`src/rtl/fifo_stream_reader.sv`:
```
// -----------------------------------------------------------------------------
// fifo_stream_reader
//
// Drains a job of `len` words from a synchronous FIFO and presents them on a
// valid/ready output stream. Reads are credit-limited so that the words held in
// the 2-entry skid buffer plus the word still in flight never exceed two. The
// word popped from the buffer in the current cycle counts as free space, so a
// full-rate FIFO with a ready sink sustains one word per cycle.
//
// Ports
//   clk           : clock, all state on the rising edge
//   rst           : synchronous active-high reset
//   start         : request a drain job (accepted only when idle)
//   len           : number of words in the job, sampled with an accepted start
//   busy          : job in progress (RUN state)
//   done          : one-cycle pulse when the job completes
//   fifo_empty    : FIFO empty flag
//   fifo_rd_en    : FIFO read strobe
//   fifo_rd_data  : FIFO read data, valid the cycle after the strobe
//   fifo_rd_error : FIFO underflow flag, qualifies the strobe in the same cycle
//   m_valid       : output word available
//   m_ready       : downstream accepts the word
//   m_data        : output word (zero while m_valid is low)
//   err           : sticky read-error flag, cleared by reset or accepted start
//   rd_count      : words delivered on m_* in the current job
// -----------------------------------------------------------------------------
module fifo_stream_reader #(
    parameter int unsigned WIDTH     = 8,
    parameter int unsigned CNT_WIDTH = 5
) (
    input  logic                 clk,
    input  logic                 rst,
    input  logic                 start,
    input  logic [CNT_WIDTH-1:0] len,
    output logic                 busy,
    output logic                 done,
    input  logic                 fifo_empty,
    output logic                 fifo_rd_en,
    input  logic [WIDTH-1:0]     fifo_rd_data,
    input  logic                 fifo_rd_error,
    output logic                 m_valid,
    input  logic                 m_ready,
    output logic [WIDTH-1:0]     m_data,
    output logic                 err,
    output logic [CNT_WIDTH-1:0] rd_count
);

    typedef enum logic [1:0] {
        StIdle = 2'd0,
        StRun  = 2'd1,
        StDone = 2'd2
    } state_e;

    state_e state_q, state_d;

    // Job bookkeeping
    logic [CNT_WIDTH-1:0] len_q, len_d;
    logic [CNT_WIDTH-1:0] issued_q, issued_d;
    logic [CNT_WIDTH-1:0] rd_count_q, rd_count_d;
    logic                 err_q, err_d;

    // A successful strobe last cycle: its data is on fifo_rd_data now
    logic                 inflight_q, inflight_d;

    // 2-entry skid buffer, circular with one-bit pointers
    logic [WIDTH-1:0]     buf_q [2];
    logic [WIDTH-1:0]     buf_d [2];
    logic                 buf_wr_ptr_q, buf_wr_ptr_d;
    logic                 buf_rd_ptr_q, buf_rd_ptr_d;
    logic [1:0]           buf_cnt_q, buf_cnt_d;

    // Internal strobes
    logic                 start_acc;
    logic                 rd_en;
    logic                 rd_ok;
    logic                 capture;
    logic                 pop;
    logic                 job_done;
    logic [1:0]           occupancy;

    // -------------------------------------------------------------------------
    // Control strobes
    // -------------------------------------------------------------------------
    always_comb begin
        start_acc = (state_q == StIdle) && start;
        pop       = (buf_cnt_q != 2'd0) && m_ready;
        capture   = inflight_q;
        // buffered + in-flight never exceeds 2, so the sum cannot wrap in 2 bits;
        // pop implies buf_cnt_q >= 1, so the subtraction cannot underflow.
        occupancy = buf_cnt_q + {1'b0, inflight_q} - {1'b0, pop};
        rd_en     = (state_q == StRun) && !fifo_empty && (issued_q < len_q) &&
                    (occupancy < 2'd2);
        rd_ok     = rd_en && !fifo_rd_error;
        job_done  = (issued_q == len_q) && (rd_count_q == len_q);
    end

    // -------------------------------------------------------------------------
    // FSM: state register
    // -------------------------------------------------------------------------
    always_ff @(posedge clk) begin
        if (rst) begin
            state_q <= StIdle;
        end else begin
            state_q <= state_d;
        end
    end

    // -------------------------------------------------------------------------
    // FSM: next state
    // -------------------------------------------------------------------------
    always_comb begin
        state_d = state_q;
        unique case (state_q)
            StIdle: begin
                if (start) begin
                    // An empty job has nothing to read; report completion directly.
                    state_d = (len == '0) ? StDone : StRun;
                end
            end
            StRun: begin
                if (job_done) begin
                    state_d = StDone;
                end
            end
            StDone: begin
                state_d = StIdle;
            end
            default: begin
                state_d = StIdle;
            end
        endcase
    end

    // -------------------------------------------------------------------------
    // FSM: outputs
    // -------------------------------------------------------------------------
    always_comb begin
        busy       = (state_q == StRun);
        done       = (state_q == StDone);
        fifo_rd_en = rd_en;
        m_valid    = (buf_cnt_q != 2'd0);
        m_data     = m_valid ? buf_q[buf_rd_ptr_q] : '0;
        err        = err_q;
        rd_count   = rd_count_q;
    end

    // -------------------------------------------------------------------------
    // Datapath next state
    // -------------------------------------------------------------------------
    always_comb begin
        len_d        = len_q;
        issued_d     = issued_q;
        rd_count_d   = rd_count_q;
        err_d        = err_q;
        inflight_d   = rd_ok;
        buf_d[0]     = buf_q[0];
        buf_d[1]     = buf_q[1];
        buf_wr_ptr_d = buf_wr_ptr_q;
        buf_rd_ptr_d = buf_rd_ptr_q;
        buf_cnt_d    = buf_cnt_q;

        if (start_acc) begin
            len_d      = len;
            issued_d   = '0;
            rd_count_d = '0;
            err_d      = 1'b0;
        end else begin
            // A read flagged as underflow carries no data and is retried later.
            if (rd_ok) begin
                issued_d = issued_q + 1'b1;
            end
            if (rd_en && fifo_rd_error) begin
                err_d = 1'b1;
            end
            if (pop) begin
                rd_count_d = rd_count_q + 1'b1;
            end
        end

        if (capture) begin
            buf_d[buf_wr_ptr_q] = fifo_rd_data;
            buf_wr_ptr_d        = ~buf_wr_ptr_q;
        end
        if (pop) begin
            buf_rd_ptr_d = ~buf_rd_ptr_q;
        end

        unique case ({capture, pop})
            2'b10:   buf_cnt_d = buf_cnt_q + 2'd1;
            2'b01:   buf_cnt_d = buf_cnt_q - 2'd1;
            default: buf_cnt_d = buf_cnt_q;
        endcase
    end

    // -------------------------------------------------------------------------
    // Datapath registers. Clearing inflight_q on reset drops a read that was
    // strobed in the reset cycle, so its data never reaches the buffer.
    // -------------------------------------------------------------------------
    always_ff @(posedge clk) begin
        if (rst) begin
            len_q        <= '0;
            issued_q     <= '0;
            rd_count_q   <= '0;
            err_q        <= 1'b0;
            inflight_q   <= 1'b0;
            buf_q[0]     <= '0;
            buf_q[1]     <= '0;
            buf_wr_ptr_q <= 1'b0;
            buf_rd_ptr_q <= 1'b0;
            buf_cnt_q    <= 2'd0;
        end else begin
            len_q        <= len_d;
            issued_q     <= issued_d;
            rd_count_q   <= rd_count_d;
            err_q        <= err_d;
            inflight_q   <= inflight_d;
            buf_q[0]     <= buf_d[0];
            buf_q[1]     <= buf_d[1];
            buf_wr_ptr_q <= buf_wr_ptr_d;
            buf_rd_ptr_q <= buf_rd_ptr_d;
            buf_cnt_q    <= buf_cnt_d;
        end
    end

endmodule

```
`config.mk`:
```
export PLATFORM = sky130hd
export DESIGN_NAME = fifo_stream_reader
export DESIGN_NICKNAME = d
export VERILOG_FILES = /design/src/rtl/fifo_stream_reader.sv
export SDC_FILE = /design/constraint.sdc
export NUM_CORES = 1
export LEC_CHECK = 0
export BUFFER_PORTS_ARGS = -buffer_cell sky130_fd_sc_hd__buf_2
export CAP_MARGIN = 20
export CORE_MARGIN = 1
export CORE_UTILIZATION = 50
export CTS_CLUSTER_SIZE = 10
export DETAILED_ROUTE_END_ITERATION = 8
export PLACE_DENSITY = 0.79
export SLEW_MARGIN = 10
export SYNTH_ARGS = -nofsm -noshare
export SYNTH_HDL_FRONTEND = slang
export SYNTH_SLANG_ARGS = --single-unit
```
`constraint.sdc`:
```
create_clock -name clk -period 4.72 [get_ports clk]
set_clock_uncertainty 0.15 [all_clocks]
set_input_delay 0.472 -clock clk [delete_from_list [all_inputs] [get_ports clk]]
set_output_delay 0.472 -clock clk [all_outputs]
set_load 0.02 [all_outputs]
```
Word-level counts from Yosys, hierarchy flattened
Memories as Yosys holds them, arrays and structs flattened. A register that Yosys moved wholly into a read port is not among the register bits.
Cells that the tools add are included.
{"block": "word_totals", "ff_bits": 23, "ram_bits": 16, "inputBits": 19, "n_memories": 1}
{"memory": "buf_q", "words": 2, "word_bits": 8, "rd": 3, "rd_clocked_by_memory_dff": 1, "wr": 2, "line_no": "66", "text": "logic [WIDTH-1:0] buf_q [2];"}
{"block": "classes", "n_addsub": 6, "n_lt_le_gt_ge": 4, "n_eq_ne": 8, "mux": 17, "bitwise": 5, "n_reduce_logical": 17}
{"cell": "two-way mux 8 bit", "count": 4}
{"cell": "bitwise mux 16 bit", "count": 1}
{"cell": "two-way mux 16 bit", "count": 1}
{"cell": "adder 5 x 1 -> 5 bit, second input constant", "count": 2}
{"cell": "equality test 5 bit", "count": 2}
{"cell": "logical AND 1 bit", "count": 9}
{"cell": "demux 8 bit (select 1 bit)", "count": 1}
{"cell": "one-hot mux 2 bit (2 select lines)", "count": 2}
{"cell": "two-way mux 2 bit", "count": 3}
{"cell": "logical NOT 5 bit", "count": 1}
{"cell": "< comparator 5 bit", "count": 1}
{"cell": "two-way mux 1 bit", "count": 5}
{"cell": "equality test 2 x 1 -> 1 bit, second input constant", "count": 2}
{"cell": "equality test 2 bit, second input constant", "count": 2}
{"cell": "nonzero test 2 bit", "count": 2}
{"cell": "adder 2 x 1 -> 2 bit", "count": 1}
{"cell": "adder 2 x 1 -> 2 bit, second input constant", "count": 1}
{"cell": ">= comparator 2 bit, second input constant", "count": 1}
{"cell": "logical NOT 1 bit", "count": 2}
{"cell": "logical NOT 2 bit", "count": 1}
{"cell": "< comparator 2 x 1 -> 1 bit, second input constant", "count": 1}
{"cell": "< comparator 2 bit, second input constant", "count": 1}
{"cell": "inequality test 2 x 1 -> 1 bit, second input constant", "count": 1}
{"cell": "inequality test 2 bit, second input constant", "count": 1}
{"cell": "other kinds (7)", "count": 9}

Depth between registers and ports, before layout
Gate-level depths: netlist (run 1).
{"block": "depth", "word_depth": 8, "ltp_mapped": 7, "depth_no_buf": 6}

Worst setup path after synthesis (run 1)
OpenSTA, ideal clock, no wires.
{"block": "synth_timing", "kind": "input to output", "startpoint": "input port m_ready", "endpoint": "output port fifo_rd_en", "t_arrival_ns": 2.130, "t_required_ns": 4.098, "setup_slack_ns": 1.968, "stages": 6, "path_cell_list": "o21a_1 > clkbuf_1 > ha_1 > nor2b_1 > o22ai_1 > nor3_1"}
{"block": "synth_between", "elab_chain_len": 4}
{"item": "start, declared", "line_no": "42", "text": "input logic m_ready,"}
{"item": "logical AND 1 bit", "line_no": "86", "text": "pop = (buf_cnt_q != 2'd0) && m_ready;"}
{"item": "net pop", "line_no": "77", "text": "logic pop;"}
{"item": "subtractor 2 x 1 -> 2 bit", "line_no": "90", "text": "occupancy = buf_cnt_q + {1'b0, inflight_q} - {1'b0, pop};"}
{"item": "< comparator 2 bit", "line_no": "92", "text": "(occupancy < 2'd2);"}
{"item": "logical AND 1 bit", "line_no": "91", "text": "rd_en = (state_q == StRun) && !fifo_empty && (issued_q < len_q) &&"}
{"item": "end, declared", "line_no": "38", "text": "output logic fifo_rd_en,"}
The timed path passes the listed nets, and every way through them passes these cells.

Worst setup path in the final report (run 1)
{"block": "layout_timing", "startpoint": "register buf_cnt_q[0]", "endpoint": "output port fifo_rd_en"}
{"block": "layout_between", "elab_chain_len": 5}
{"item": "start, declared", "line_no": "70", "text": "logic [1:0] buf_cnt_q, buf_cnt_d;"}
{"item": "start signal, assigned", "line_no": "221", "text": "buf_cnt_q <= buf_cnt_d;"}
{"item": "branches (longest 2 deep; another with adder 2 x 1 -> 2 bit)"}
{"item": "subtractor 2 x 1 -> 2 bit *", "line_no": "90"}
{"item": "< comparator 2 bit *", "line_no": "92"}
{"item": "logical AND 1 bit *", "line_no": "91"}
Mark *: on every way between the ends.

==> metrics.txt, run 1 <==
remaining antenna violation count after routing=0; CTS Hold Buffers Added=0; crit-path max FO=8; crit path capture=fifo_rd_en; Critical R2R Capture=issued_q[0]$_SDFFE_PP0P_; area share of the largest cell type after synthesis=0.4124; static leakage=0.9027 nW; Crit-path slowest cell=dfxtp_1; drc violations=0; number of synthesized flops with an enable pin=0; Fmax achieved=341.8 MHz; Setup crit start kind=flip-flop; clk sinks=40; cts bufs inserted=5; status=complete, no violations; dominant synthesized flop cell=dfxtp_1; WHS=277.8 ps; FFs w/ async S/R, synth=0; worst ir drop on vdd=0.2033 mV; total negative slack=0 ps; final cycle utilization of the critical path=0.6199; Syn. warnings=0; Layout area overhead=15.01%; PD cells=288.2 nW/µm²; CTS root buf=clkbuf_8; Die H=64.32 µm; most instantiated cells after synthesis=dfxtp_1, nand2_1, nor2_1; initial core utilization=0.5265; die area=4137 µm²; reg-to-reg slack, setup=2090 ps; Levels on crit path=6; Reg clk slew, reported paths=70 ps; global-route wire length before repair=6.796 mm; pin count of the biggest net entering global routing=34; Post-DP HPWL=2.850 mm; Total GRT Usage=0.2123; synthesized area per cell=8.406 µm²; Critical Path Start=buf_cnt_q[0]$_SDFFE_PP0N_; Port-buffer cells=36; Final Setup Violations=0; Worst Hold Class=primary input to flip-flop; Vias=1660; crit path kind=flip-flop to output port; vias in the first global route=1517; fin crit period=2926 ps; Seq/Total Area, Yosys=0.4124; CP required=4100 ps; vias per cell=5.304; Max Root-Sink Buffers=2; Nets=293; clock latency on the worst-skew pair=290 ps; ANT cells=0; Distinct cells, synth=38; post-CTS setup buffers=0; fin. max-slew vios=0; CP peak stage delay=400 ps; # IOs=37; initial DRC count=93; DIE WIDTH=64.32 µm; TritonCTS clock tree=done; Worst Max-Slew Pin Slew=602.2 ps; 1st-pass router iterations=4; CP top delay family=compound AO/OA/AOI/OAI gates; CTS resizes=0; top post-synthesis cells by area=dfxtp_1, mux2i_1, nand2_1; most frequent cell after synthesis=dfxtp_1; reg-to-reg critical path startpoint=buf_cnt_q[0]$_SDFFE_PP0N_; crit path capture type=output port; placer's final routability congestion estimate=0.8693; GR Overflow Total=0; CP arrival=2300 ps; endpoints failing hold=0; Synth Register Bits=40; post-synthesis cell count=231; initial antenna violation count=0; final WL=3.848 mm; crit-path cells=o21a_1 > ha_1 > nor2b_1 > o22ai_1 > nor3_1 > buf_2; unrepaired setup endpoints after global routing=false; worst relative slew slack=0.5970; Critical path buffers and inverters=1; row count=22; syn nets=259; area of the mapped netlist=1942 µm²; H-tree levels=2; Max-Cap Viols=0; DR WL/cell=12.29 µm; Core ar.=3689 µm²; Synth area leader=dfxtp_1; proportion of layout cells with a drive suffix above 1=0.1811; r2r worst-path depth=6
[metal layers]
| layer | track usage | wire [µm] | vias up |
|---|---|---|---|
| met5 | 0 | 0 | - |
| met4 | 0.09444 | 53 | 0 |
| met3 | 0.04643 | 159 | 7 |
| met2 | 0.3289 | 1774 | 33 |
| met1 | 0.2805 | 1860 | 762 |
| li1 | - | - | 858 |
[cell type report]
type                    instances  area (µm²)
clock buffers                   5       68.82
clock inverters                 2       12.51
fillers                       347        1455
inverters                       8       30.03
multi-input cells             173        1074
flip-flops and latches         40       800.8
well taps                      48       60.06
repair buffers                 37       187.7
[kinds of logic (layout without fill, tap and decap cells)]
logic type      count (synthesis)  count (layout)  share of synthesized area
xor+xnor                       13              13                    0.05863
mux                            15              15                    0.07989
compound gates                 34              34                     0.1018
flops                          40              40                     0.4124
buf+inv                        18              52                    0.03480
simple gates                  102             102                     0.2545
fa+ha+maj                       9               9                    0.05799
[cell usage in the layout, fill, tap and decap left out, types with 2 or more instances in the layout]
master    count
nand4b_1      2
nor3_1        2
o21ai_0       2
or3_1         4
or4_1         2
mux2i_1      14
nand3_1       9
nor2b_1       3
clkbuf_8      5
xnor2_1       7
inv_1         8
nand2_1      32
nor2_1       30
a21oi_1      23
nand4_1       3
and2_1        4
nand2b_1      2
nor4_1        3
xor2_1        6
ha_1          9
buf_2        36
dfxtp_1      40
[worst min-delay path, delay by kind of cell]
family          cells  cell delay (ps)
compound gates      1               50
simple gates        1               50
buf+inv             1              110
[flip-flops by register name (all words and copies together) (netlist names), named ones only]
signal	flops
buf_q	16
buf_rd_ptr_q	1
state_q	2
len_q	5
buf_wr_ptr_q	1
buf_cnt_q	2
issued_q	5
capture	1
err	1
rd_count	5
[how the worst min path moves through the flow]
stage	start	slack [ps]	to	depth (start not counted)
3_5_place_dp	buf_q[0][2]$_SDFFE_PP0P_	300	buf_q[0][2]$_SDFFE_PP0P_	2
3_3_place_gp	buf_q[0][1]$_SDFFE_PP0P_	290	buf_q[0][1]$_SDFFE_PP0P_	2
4_1_cts	fifo_rd_data[1]	270	buf_q[0][1]$_SDFFE_PP0P_	3
2_1_floorplan	buf_q[0][0]$_SDFFE_PP0P_	290	buf_q[0][0]$_SDFFE_PP0P_	2
5_1_grt	fifo_rd_data[1]	280	buf_q[0][1]$_SDFFE_PP0P_	3
6_report	fifo_rd_data[1]	280	buf_q[0][1]$_SDFFE_PP0P_	3
[through the flow]
stage	cell area (µm²)	power (mW)	cells	utilization	setup WS, ps
6_report	2233	0.6437	313	0.6055	1794
5_1_grt	2233	0.6787	313	0.6055	1605
4_1_cts	2233	0.6525	313	0.6055	1784
2_1_floorplan	1942	0.4131	231	-	1968
3_5_place_dp	2152	0.4389	306	0.5834	1976
3_3_place_gp	2152	0.4374	306	0.5834	2004
[report_power, final]
group / internal, mW / total, mW / switching (mW) / leakage, nW
Clock: 0.0999 / 0.213 / 0.113 / 0.0400
Sequential: 0.345 / 0.353 / 0.00831 / 0.323
Combinational: 0.0326 / 0.0775 / 0.0449 / 0.539
Total: 0.478 / 0.644 / 0.166 / 0.903
(Power assumes the default switching activity.)
==> run 2, diff against run 1 <==
--- a/config.mk
+++ b/config.mk
@@ -8,10 +8,10 @@
 export BUFFER_PORTS_ARGS = -buffer_cell sky130_fd_sc_hd__buf_2
 export CAP_MARGIN = 20
 export CORE_MARGIN = 1
-export CORE_UTILIZATION = 50
+export CORE_UTILIZATION = 49
 export CTS_CLUSTER_SIZE = 10
 export DETAILED_ROUTE_END_ITERATION = 8
-export PLACE_DENSITY = 0.79
+export PLACE_DENSITY = 0.81
 export SLEW_MARGIN = 10
 export SYNTH_ARGS = -nofsm -noshare
 export SYNTH_HDL_FRONTEND = slang
==> constraint.sdc (replaced) <==
create_clock -name clk -period 2.4 [get_ports clk]
set_clock_uncertainty 0.15 [all_clocks]
set_input_delay 0.24 -clock clk [delete_from_list [all_inputs] [get_ports clk]]
set_output_delay 0.24 -clock clk [all_outputs]
set_load 0.02 [all_outputs]
==> run 2 against run 1 <==
  * The flow now finishes with violations (setup timing)
  * Sequential share of layout area down 2.1 points
  * Combinational power up 140%
  * Design area up 6.3%
  * First-iteration DRC count up 15%
  * Non-clock buffer count up 8
  * Power up 110%
  * Sequential power up 96%
  * Global-route usage up 1.5 points
  * Core utilization up 2.9 points
  * Clock power up 120%
  * Largest cell class unchanged
==> metrics.txt, run 2 (synthesis results as in run 1) <==
status=finished with violations; failing checks=setup timing; Total GRT Usage=0.2272 (+0.01488); global-route wire length before repair=7.417 mm (+9.1%); Setup crit start kind=flip-flop; TritonCTS clock tree=done; final WL=4.239 mm (+10%); pin count of the biggest net entering global routing=34 (unchanged); Reg clk slew, reported paths=80 ps (about the same); combinational share of power=0.137 (+0.017); crit path kind=flip-flop to output port; Post-Place Setup Slack=6.955 ps (-1969 ps); Max-Cap Viols=0 (unchanged); row count=22 (unchanged); Worst Max-Slew Pin Slew=665.3 ps (+63.01 ps); WHS=32.80 ps (-245.0 ps); WL met2=1.972 mm (+11%); worst ir drop on vdd=0.4190 mV (+110%); proportion of layout cells with a drive suffix above 1=0.2372 (+0.05609); Flop pwr share=0.517 (-0.032); DP Area=2213 µm² (+2.8%); endpoints failing hold=0 (unchanged); CP required=2010 ps (-2090 ps); CP arrival=2020 ps (-280 ps); internal power=0.9945 mW (+110%); final setup margin=-8.924 ps (-1803 ps); static leakage=0.9581 nW (+6.1%); CP peak stage delay=480 ps (+80 ps); crit path capture type=output port; Nets=301 (+2.7%); register area=802.0 µm² (+0.16%); Die H=64.95 µm (+0.98%); drc violations=0 (unchanged); final cycle utilization of the critical path=1.004; DR top layer=met4; Top cell by count, worst path=buf_6; DR WL/cell=13.16 µm (+7.1%); Layout area overhead=22.29%; remaining antenna violation count after routing=0 (unchanged); fin. max-slew vios=0 (unchanged); fill count=342 (-1.4%); crit-path max FO=2 (-6); clock latency on the worst-skew pair=290 ps (about the same); CP top delay family=simple AND/OR/NAND/NOR gates; Most flops, register=buf_q; Power Total=1.341 mW (+110%); GR Overflow Total=0 (unchanged); fin crit period=2409 ps; Worst Hold Class=primary input to flip-flop; initial antenna violation count=0 (unchanged); cts bufs inserted=5 (unchanged); multi-input logic area=1127 µm² (+5.0%); switching part of the total=0.2586 (+0.0006153); clk sinks=40 (unchanged); ANT cells=0 (unchanged); 1st-pass router iterations=6 (+2); Critical path buffers and inverters=3 (+2); crit-path cells=inv_2 > ha_4 > or4b_4 > a211o_1 > buf_6 > nor3_4 > buf_6; Core Util, Final=0.6344 (+0.02886); unrepaired setup endpoints after global routing=true; CTS Hold Buffers Added=0 (unchanged); M1 WL=1.993 mm (+7.2%); Fmax achieved=415.1 MHz; Clock power frac=0.346 (+0.015); Core ar.=3744 µm² (+1.5%); die area=4219 µm² (+2.0%); Max Root-Sink Buffers=2 (unchanged); number of flip-flops in the largest register=16 (unchanged); met3 WL=241 µm (+52%); CTS root buf=clkbuf_8; final instance area=2375 µm² (+6.3%); total net switching power=0.3469 mW (+110%); DIE WIDTH=64.95 µm (+0.98%); worst relative slew slack=0.5549 (-0.04216); H-tree levels=2 (unchanged); # IOs=37 (unchanged); initial core utilization=0.5187 (-0.007742); Crit-path slowest cell=or4b_4; Post-DP HPWL=2.938 mm (+3.1%); commonest non-fill, non-tap cells in the layout=dfxtp_1, buf_2, nand2_1; most common cell after layout, fill and taps aside=dfxtp_1; Final Setup Violations=1 (+1); placer's final routability congestion estimate=0.8713 (+0.23%); Vias=1705 (+2.7%); vias in the first global route=1659 (+9.4%); Port-buffer cells=36 (unchanged); PD cells=564.8 nW/µm² (+96%); initial DRC count=107 (+15%); vias per cell=5.295 (-0.16%)
## run 2: cell types whose count changed in the layout (fill, tap and decap cells not counted), moves of 2 or more
cell | before | now
ha_4 | 0 | 2
buf_6 | 0 | 3
ha_1 | 9 | 7
buf_4 | 1 | 7
## run 2: worst reg2reg max path, delay by kind of cell (launching register included)
family | cells | cell delay [ps]
AND/OR/NAND/NOR | 2 | 1040
flip-flops | 1 | 340
multiplexers | 1 | 300
AO/OA/AOI/OAI | 1 | 270
adder cells (fa/ha/maj) | 1 | 140
buffers and inverters | 1 | 50
## run 2: layer usage
metal  vias to the layer above  global-route usage
met3                         4             0.06866
met4                         0             0.06944
li1                        871                   -
met1                       788              0.2806
met2                        42              0.3750
met5                         -                   0
## run 2: layout make-up
class                      instances  share of cell area
clock buffer                       7             0.03635
tap                               48             0.02529
multi-input combinational        173              0.4747
sequential                        40              0.3377
clock inverter                     1            0.003161
inverter                           8             0.01264
timing repair buffer              45              0.1101
## run 2: path summary, 6_finish.rpt
kind	depth (start not counted)	slack, ps	endpoint	startpoint
min reg2reg	2	310	buf_q[0][0]$_SDFFE_PP0P_	buf_q[0][0]$_SDFFE_PP0P_
max reg2reg	6	0	issued_q[0]$_SDFFE_PP0P_	len_q[4]$_SDFFE_PP0P_
max	7	-9	fifo_rd_en	len_q[4]$_SDFFE_PP0P_
min	3	30	buf_q[0][0]$_SDFFE_PP0P_	fifo_rd_data[0]
## run 2: per-stage QoR
stage / instances / TNS, ps
floorplan: 231 / -9.414
global placement: 312 / 0
detailed placement: 312 / 0
CTS: 322 / -69.30
global route: 322 / -216.0
finish: 322 / -8.924
## run 2: power groups by stage
stage               Sequential, mW  Clock [mW]  Combinational, mW
floorplan                    0.704           0              0.110
global placement             0.708           0              0.166
detailed placement           0.708           0              0.168
CTS                          0.693       0.474              0.179
global route                 0.696       0.512              0.203
finish                       0.693       0.465              0.184
## run 2: repair_timing
item                       CTS  global route
setup buffers                2             0
gates resized for setup      5             5
hold endpoints to repair     0             0
pin swaps                    4             2
setup endpoints to repair    2             6
==> run 3, diff against run 2 <==
--- a/config.mk
+++ b/config.mk
@@ -11,7 +11,7 @@
 export CORE_UTILIZATION = 49
 export CTS_CLUSTER_SIZE = 10
 export DETAILED_ROUTE_END_ITERATION = 8
-export PLACE_DENSITY = 0.81
+export PLACE_DENSITY = 0.72
 export SLEW_MARGIN = 10
 export SYNTH_ARGS = -nofsm -noshare
 export SYNTH_HDL_FRONTEND = slang
==> run 3 against run 2 <==
  * The flow still finishes with violations (setup timing)
  * Via count fell by 2.1%
  * Power rose by 0.86%
  * Routed wire length fell by 5.6%
  * First-iteration DRC count fell by 38%
  * Core utilization fell by 0.43 points
  * Count of clock-buffer cells in the layout did not move
  * Sequential cell count did not move
==> metrics.txt, run 3 (synthesis results as in run 1) <==
WHS=43.05 ps (+10.25 ps); Final Setup Violations=1 (unchanged); final instance area=2359 µm² (-0.69%); CP arrival=2010 ps (about the same); PD cells=573.7 nW/µm² (+1.6%); Hold Path Origin=fifo_rd_data[7]; drc violations=0 (unchanged); worst relative slew slack=0.5464 (-0.008454); placer's final routability congestion estimate=0.7789 (-11%); GR Overflow Total=0 (unchanged); global-route wire length before repair=6.762 mm (-8.8%); fill count=361 (+5.6%); clk sinks=40 (unchanged); Top cell by count, worst path=buf_6; CP required=2010 ps (about the same); register area=802.0 µm² (unchanged); reg-to-reg critical path startpoint=len_q[4]$_SDFFE_PP0P_; # IOs=37 (unchanged); crit path capture type=output port; clock latency on the worst-skew pair=290 ps (about the same); CTS root buf=clkbuf_8; Max-Cap Viols=0 (unchanged); Total GRT Usage=0.2131 (-0.01414); unrepaired setup endpoints after global routing=true; Hold Path Sink=buf_q[0][7]$_SDFFE_PP0P_; CP peak stage delay=480 ps (about the same); Fmax achieved=416.5 MHz (+0.33%); final cycle utilization of the critical path=1.000 (-0.003299); Most flops, register=buf_q; total negative slack=-1.006 ps (+7.918 ps); crit-path max FO=4 (+2); fin crit period=2401 ps (-7.918 ps); CP top delay family=simple AND/OR/NAND/NOR gates; DIE WIDTH=64.95 µm (unchanged); fin. max-slew vios=0 (unchanged); Vias=1670 (-2.1%); Setup crit start kind=flip-flop; proportion of layout cells with a drive suffix above 1=0.2271 (-0.01012); Post-DP HPWL=2.907 mm (-1.1%); Reg clk slew, reported paths=70 ps (about the same); Critical R2R Capture=issued_q[0]$_SDFFE_PP0P_; Die H=64.95 µm (unchanged); crit-path cells=inv_2 > ha_4 > or4b_4 > a211o_1 > buf_6 > nor3_4 > buf_6; crit path kind=flip-flop to output port; hold path depth=3 (unchanged); most common cell after layout, fill and taps aside=dfxtp_1; endpoints failing hold=0 (unchanged); pin count of the biggest net entering global routing=34 (unchanged); static leakage=0.9623 nW (+0.44%); Nets=301 (unchanged); Layout area overhead=21.46%; initial antenna violation count=0 (unchanged); cts bufs inserted=5 (unchanged); CTS Hold Buffers Added=0 (unchanged); Core Util, Final=0.6300 (-0.004345); die area=4219 µm² (unchanged); Worst Hold Class=primary input to flip-flop; status=finished with violations; vias in the first global route=1500 (-9.6%); Port-buffer cells=36 (unchanged); TritonCTS clock tree=done; 1st-pass router iterations=4 (-2); final setup margin=-1.006 ps (+7.918 ps); row count=22 (unchanged); ANT cells=0 (unchanged); Max Root-Sink Buffers=2 (unchanged); final WL=4.000 mm (-5.6%); DR WL/cell=12.46 µm (-5.3%); Core ar.=3744 µm² (unchanged); number of flip-flops in the largest register=16 (unchanged); H-tree levels=2 (unchanged); DP Area=2221 µm² (+0.34%); Levels on crit path=7 (unchanged); Critical path buffers and inverters=3 (unchanged); Worst Max-Slew Pin Slew=677.9 ps (+12.64 ps); Crit-path slowest cell=or4b_4; vias per cell=5.202 (-1.7%); remaining antenna violation count after routing=0 (unchanged); reg-to-reg slack, setup=10 ps (about the same); failing checks=setup timing; commonest non-fill, non-tap cells in the layout=dfxtp_1, buf_2, nand2_1; r2r worst-path depth=6 (unchanged); worst ir drop on vdd=0.3713 mV (-11%); initial core utilization=0.5187 (unchanged); multi-input logic area=1112 µm² (-1.3%); initial DRC count=66 (-38%)
==> run 3: worst max path at each step <==
stage / startpoint / end / slack, ps
5_1_grt: buf_cnt_q[1]$_SDFFE_PP0N_ / fifo_rd_en / -100
6_report: len_q[4]$_SDFFE_PP0P_ / fifo_rd_en / -1
4_1_cts: len_q[4]$_SDFFE_PP0P_ / fifo_rd_en / -50
3_3_place_gp: len_q[4]$_SDFFE_PP0P_ / issued_q[0]$_SDFFE_PP0P_ / 20
2_1_floorplan: len_q[4]$_SDFFE_PP0P_ / issued_q[0]$_SDFFE_PP0P_ / -9
3_5_place_dp: len_q[4]$_SDFFE_PP0P_ / issued_q[0]$_SDFFE_PP0P_ / 3
==> run 3: layer usage <==
| metal | share of wire | GRT usage |
|---|---|---|
| met3 | 0.026 | 0.04754 |
| met5 | 0 | 0 |
| met4 | 0.013 | 0.1000 |
| met1 | 0.53 | 0.2808 |
| met2 | 0.43 | 0.3268 |
==> run 3: power by group <==
group          leakage, nW  switching, mW  internal (mW)
registers            0.324         0.0137          0.679
logic                0.588         0.0978         0.0821
clock network       0.0503          0.225          0.256
==> run 3: cell type report <==
| class | instances | share of cell area |
|---|---|---|
| Sequential cell | 40 | 0.3401 |
| Timing Repair Buffer | 45 | 0.1093 |
| Tap cell | 48 | 0.02546 |
| Inverter | 8 | 0.01273 |
| Multi-Input combinational cell | 173 | 0.4716 |
| Clock buffer | 7 | 0.04085 |
==> run 3: metrics by stage <==
step / cells / setup WS [ps] / power [mW]
2_1_floorplan: 231 / -9.414 / 0.8145
3_3_place_gp: 313 / 22.29 / 0.8776
3_5_place_dp: 313 / 2.646 / 0.8796
4_1_cts: 321 / -52.52 / 1.361
5_1_grt: 321 / -100.2 / 1.411
6_report: 321 / -1.006 / 1.353
==> run 3: worst reg2reg max path, cell delays in order, from the launching register on <==
cell and delay (ps):
dfxtp_2 330, inv_2 50, ha_4 140, or4b_4 480
a211o_1 270, or4_4 560, mux2_4 310
==> run 3: timing repair <==
item,in CTS,in global routing
setup buffers,1,0
pin swaps,3,1
setup endpoints to repair,2,2
resized for setup,5,2
